**src/rtl/acc_cpu_param.sv**
```systemverilog
// Parametrised multi-cycle accumulator CPU: HALT/FETCH/EXEC control, internal imem/dmem, Z/C flags.
// Optional OUT port with valid/ready handshake is enabled by defining ACC_CPU_OUT_EN.
module acc_cpu_param #(
  parameter int DW = 8,
  parameter int AW = 4
) (
  input  logic          clk,
  input  logic          rst,
  input  logic          prog_we,
  input  logic [AW-1:0] prog_addr,
  input  logic [AW+3:0] prog_data,
  input  logic          start,
  output logic [AW-1:0] pc,
  output logic [DW-1:0] acc,
  output logic          zero,
  output logic          carry,
  output logic          halt
`ifdef ACC_CPU_OUT_EN
  ,
  output logic          out_valid,
  output logic [DW-1:0] out_data,
  input  logic          out_ready
`endif
);
  localparam int IW    = 4 + AW;
  localparam int DEPTH = 1 << AW;

  localparam logic [3:0] OP_LDA = 4'h1, OP_STA = 4'h2, OP_ADD = 4'h3, OP_SUB = 4'h4,
                         OP_LDI = 4'h5, OP_JMP = 4'h6, OP_JZ  = 4'h7, OP_JC  = 4'h8,
                         OP_AND = 4'h9, OP_OR  = 4'hA, OP_XOR = 4'hB, OP_OUT = 4'hC,
                         OP_HLT = 4'hF;

  typedef enum logic [1:0] {S_HALT, S_FETCH, S_EXEC} state_t;

  state_t          state;
  logic [IW-1:0]   imem [DEPTH];
  logic [DW-1:0]   dmem [DEPTH];
  logic [IW-1:0]   ir;
  logic [IW-1:0]   fetch_word;
  logic [3:0]      op;
  logic [AW-1:0]   opr;
  logic [DW-1:0]   m;
  logic [DW:0]     sum, diff;
  logic [DW-1:0]   acc_n;
  logic            acc_we, c_n, stall;
  logic [AW-1:0]   pc_n;

  assign op         = ir[3:0];
  assign opr        = ir[IW-1:4];
  assign m          = dmem[opr];
  assign fetch_word = imem[pc];
  assign sum        = {1'b0, acc} + {1'b0, m};
  assign diff       = {1'b0, acc} - {1'b0, m};

`ifdef ACC_CPU_OUT_EN
  assign stall = (op == OP_OUT) && !out_ready;
`else
  assign stall = 1'b0;
`endif

  always_comb begin
    acc_n  = acc;
    acc_we = 1'b0;
    c_n    = carry;
    pc_n   = pc + 1'b1;
    case (op)
      OP_LDA: begin acc_n = m; acc_we = 1'b1; end
      OP_ADD: begin {c_n, acc_n} = sum; acc_we = 1'b1; end
      OP_SUB: begin {c_n, acc_n} = diff; acc_we = 1'b1; end
      OP_LDI: begin acc_n = DW'(opr); acc_we = 1'b1; end
      OP_AND: begin acc_n = acc & m; acc_we = 1'b1; end
      OP_OR:  begin acc_n = acc | m; acc_we = 1'b1; end
      OP_XOR: begin acc_n = acc ^ m; acc_we = 1'b1; end
      OP_JMP: pc_n = opr;
      OP_JZ:  if (zero) pc_n = opr;
      OP_JC:  if (carry) pc_n = opr;
      default: ;
    endcase
  end

  // Program load only while halted; a write coinciding with start lands before the first FETCH.
  always_ff @(posedge clk) begin
    if (prog_we && halt) imem[prog_addr] <= prog_data;
  end

  always_ff @(posedge clk) begin
    if (!rst && state == S_EXEC && op == OP_STA) dmem[opr] <= acc;
  end

  always_ff @(posedge clk or posedge rst) begin
    if (rst) begin
      state <= S_HALT;
      pc    <= '0;
      acc   <= '0;
      zero  <= 1'b0;
      carry <= 1'b0;
      halt  <= 1'b1;
      ir    <= '0;
`ifdef ACC_CPU_OUT_EN
      out_valid <= 1'b0;
      out_data  <= '0;
`endif
    end else begin
      case (state)
        S_HALT: begin
          if (start) begin
            state <= S_FETCH;
            halt  <= 1'b0;
          end
        end
        S_FETCH: begin
          ir    <= fetch_word;
          state <= S_EXEC;
`ifdef ACC_CPU_OUT_EN
          // Raise valid as EXEC begins; acc cannot change during FETCH.
          if (fetch_word[3:0] == OP_OUT) begin
            out_valid <= 1'b1;
            out_data  <= acc;
          end
`endif
        end
        S_EXEC: begin
          if (!stall) begin
            pc    <= pc_n;
            acc   <= acc_n;
            carry <= c_n;
            if (acc_we) zero <= (acc_n == '0);
`ifdef ACC_CPU_OUT_EN
            out_valid <= 1'b0;
`endif
            if (op == OP_HLT) begin
              state <= S_HALT;
              halt  <= 1'b1;
            end else begin
              state <= S_FETCH;
            end
          end
        end
        default: state <= S_HALT;
      endcase
    end
  end
endmodule
```
**config.mk**
```make
export PLATFORM = sky130hd
export DESIGN_NAME = acc_cpu_param
export DESIGN_NICKNAME = d
export VERILOG_FILES = /design/src/rtl/acc_cpu_param.sv
export SDC_FILE = /design/constraint.sdc
export NUM_CORES = 1
export LEC_CHECK = 0
export CORE_ASPECT_RATIO = 1.2
export CORE_UTILIZATION = 28
export CTS_CLUSTER_SIZE = 40
export DETAILED_ROUTE_END_ITERATION = 12
export GPL_TIMING_DRIVEN = 0
export HOLD_SLACK_MARGIN = 0.1
export PLACE_DENSITY = 0.51
export SLEW_MARGIN = 20
export SYNTH_ARGS = -nofsm -noshare
export SYNTH_HDL_FRONTEND = slang
export SYNTH_SLANG_ARGS = --single-unit
```
**constraint.sdc**
```tcl
create_clock -name clk -period 7.5 [get_ports clk]
set_clock_uncertainty 0.2 [all_clocks]
set_input_delay 2.25 -clock clk [delete_from_list [all_inputs] [get_ports clk]]
set_output_delay 2.25 -clock clk [all_outputs]
set_load 0.01 [all_outputs]
```
==> impl_metrics.py <==
metrics = {
    "run_status": {
        "status": "finished, final reports clean",
    },
    "grt": {
        "antenna_found_initial": 0,
        "met3_usage_pct": 2.19,
        "use_met2_pct": 24.7,
        "busiest_layer": "met2",
        "met1_usage_pct": 17.8,
        "grt_max_degree": 26,
        "grt-ovfl-total": 0,
        "grt_first_pass_wirelength_microns": 47800,
        "grt_pass1_vias": 7436,
        "grt.total_usage_pct": 14.2,
    },
    "timing": {
        "whs_ns": 0.321,
        "post-route-period-util_pct": 70.4,
        "hold_viol": 0,
        "slew_headroom_pct": 25.4,
        "max_freq_mhz": 189,
        "fin_crit_ns": 5.28,
        "rsz0062_at_grt": "no",
        "setup_viol": 0,
        "timing.final.ws_setup_ns": 2.22,
        "maxSlewViolCount": 0,
        "worst_pin_slew_ns": 1.11,
        "fin_tns_setup_ns": 0,
    },
    "cts": {
        "holdBufCountCts": 0,
        "root_buffer": "clkbuf_16",
        "cts_buffers": 29,
        "cts_setup_buffers": 0,
        "cts-htree-levels": 1,
        "cts_resized": 0,
        "cts.sinks": 281,
        "cts.path.max_buffers": 3,
        "path_clk_slew_ns": 0.07,
        "cts_tree": "yes",
        "worstSkewPairLatency_ns": 0.57,
    },
    "routing": {
        "drt-initial-drc-count": 590,
        "post-route-drc-count": 0,
        "vias_per_cell": 4.98,
        "wire_per_inst_microns": 22.0,
        "drtAntennaViolNets": 0,
        "wl_microns": 31700,
        "drt_pass1_iterations": 5,
        "vias": 7177,
    },
    "synthesis": {
        "async_flop_share_pct": 8.90,
        "synth_enable_flop_cells": 256,
        "synth.avg_cell_area_sq_um": 15.7,
        "yosys_register_bits": 281,
        "synth_fp_nets": 843,
        "synth_most_common_cell": "edfxtp_1",
        "ys_seq_area_share_pct": 66.5,
        "synth_top_area_share_pct": 61.5,
        "yosys-top-cells-count": "edfxtp_1, nor2_1, mux4_2, nand2_1, inv_1",
        "ys_warn_count": 0,
        "synth_area_leader_cell": "edfxtp_1",
        "synth-main-ff-cell": "edfxtp_1",
        "syn_area_sq_mm": 0.0125,
        "synthCells": 797,
        "ys_top_cells_by_area": "edfxtp_1, mux4_2, dfrtp_1, ha_1, mux2i_1",
        "synth.distinct_cells": 66,
    },
    "worst_setup_path": {
        "crit_family": "compound AO/OA/AOI/OAI gates",
        "crit_chain": "buf_2 > buf_1 > mux4_2 > nand2_1 > nand2_1 > nand2_1 > o21a_1 > inv_1 > ha_1 > fa_1 > or2_2 > a221oi_1 > nor4_1 > a31oi_1 > o21ai_0 > o31ai_2 > o211ai_1 > o32ai_2",
        "cp_max_fo": 10,
        "crit_type": "flop to flop",
        "critPathLaunch": "ir[5]$_DFFE_PP0N_",
        "critPathSlowestCell": "buf_1",
        "rr_startpoint": "ir[5]$_DFFE_PP0N_",
        "slowest_delay_ns": 0.59,
        "crit_top_cell": "nand2_1",
        "setup.worst_path.end_class": "flop",
        "reg2reg_slack_ns": 2.22,
        "required_ns": 7.78,
        "path_buf_inv": 3,
        "critPathLaunchType": "flop",
        "worstPathArrival_ns": 5.56,
    },
    "placement": {
        "gp_congestion": 0.880,
        "dpl_cell_area_sq_mm": 0.0136,
        "dp_hpwl_microns": 22000,
        "pre_cts_slack_ns": 2.19,
        "port_buffers": 30,
    },
    "power_and_ir_drop": {
        "ir_worst_vdd_mv": 0.182,
        "leakagePower_nw": 4.71,
        "finalPower_mw": 6.07,
        "p_per_area_mw_per_mm2": 420,
    },
    "floorplan": {
        "start_util_pct": 28.5,
        "die_x_microns": 195,
        "die_y_microns": 233,
        "coreArea_sq_mm": 0.0439,
        "ios": 31,
        "dieArea_sq_mm": 0.0455,
        "std_cell_rows": 84,
    },
    "flow_run": {
        "drv_cap": 0,
    },
    "layout": {
        "fin_nets": 907,
        "drive_above_1_share_pct": 15.7,
        "n_antenna_cell": 0,
        "area_delta_synth_final_pct": 15.5,
        "final_area_sq_mm": 0.0144,
    },
    "min_path": {
        "hold_start": "state[0]$_DFFE_PP0P_",
        "min_path_type": "flop to flop",
    },
}
## through the flow
step	util, %	instances
3_3_place_gp	30.7	1386
5_1_grt	32.9	1442
6_report	32.9	1442
4_1_cts	32.9	1442
2_1_floorplan	-	797
3_5_place_dp	30.9	1389
## kinds of logic (layout without fill, tap and decap cells)
family	Yosys count	count (layout)	share of synthesized area, %
xor+xnor	3	3	0.210
compound gates	129	129	7.01
buf+inv	77	163	2.57
simple gates	183	183	6.89
flops	281	281	66.5
mux	94	94	13.7
fa+ha+maj	30	30	3.12
## layout by cell type, fill, tap and decap left out, drive strengths merged, types with 4 or more instances in the layout
cell type,count
nor2,61
ha,28
o22ai,5
nor2b,9
buf,25
a211oi,5
mux2i,26
a22oi,9
o21a,4
mux2,8
nand2b,9
clkdlybuf4s50,30
edfxtp,256
mux4,60
a31oi,6
nor3,21
nor4,5
clkbuf,54
nand3,10
or4,5
o21ai,37
a221oi,7
dfrtp,24
nand2,50
o22a,4
a21oi,22
inv,36
clkinv,14
## where the power goes
| group | internal [mW] | total (mW) | leakage, nW | switching (mW) |
|---|---|---|---|---|
| Combinational | 1.06 | 2.61 | 1.70 | 1.54 |
| Sequential | 1.90 | 2.12 | 2.60 | 0.227 |
| Clock | 0.740 | 1.33 | 0.416 | 0.594 |
| Total | 3.70 | 6.07 | 4.71 | 2.36 |
## routing by layer
layer  up-vias  wire length, microns
li1       3258                     -
met1      3656                 13300
met2       214                 16000
met3        49                  1460
met4         0                   943
met5         -                     0
## state kept, by name (all words and copies together), names as in the netlist
name   flops
imem     128
state      2
pc         4
acc        8
ir         8
halt       1
zero       1
dmem     128
carry      1
## final cells by class
| cell class | instances | area [sq um] |
|---|---|---|
| clock buffer | 34 | 744 |
| fill | 4249 | 29500 |
| multi-input combinational | 439 | 3910 |
| inverter | 35 | 131 |
| timing repair buffer | 33 | 327 |
| sequential | 281 | 8310 |
| clock inverter | 19 | 120 |
| tap | 559 | 699 |
| buffer | 42 | 191 |
## final timing paths
path                       cells past startpoint                    to
max in group asynchronous                      2     ir[7]$_DFFE_PP0N_
setup / recovery                              18      zero$_DFFE_PP0P_
hold reg to reg                                1  state[0]$_DFFE_PP0P_
setup reg to reg                              18      zero$_DFFE_PP0P_
hold / removal                                 1  state[0]$_DFFE_PP0P_
min in group asynchronous                      2    acc[5]$_DFFE_PP0P_
(Power assumes the default switching activity.)
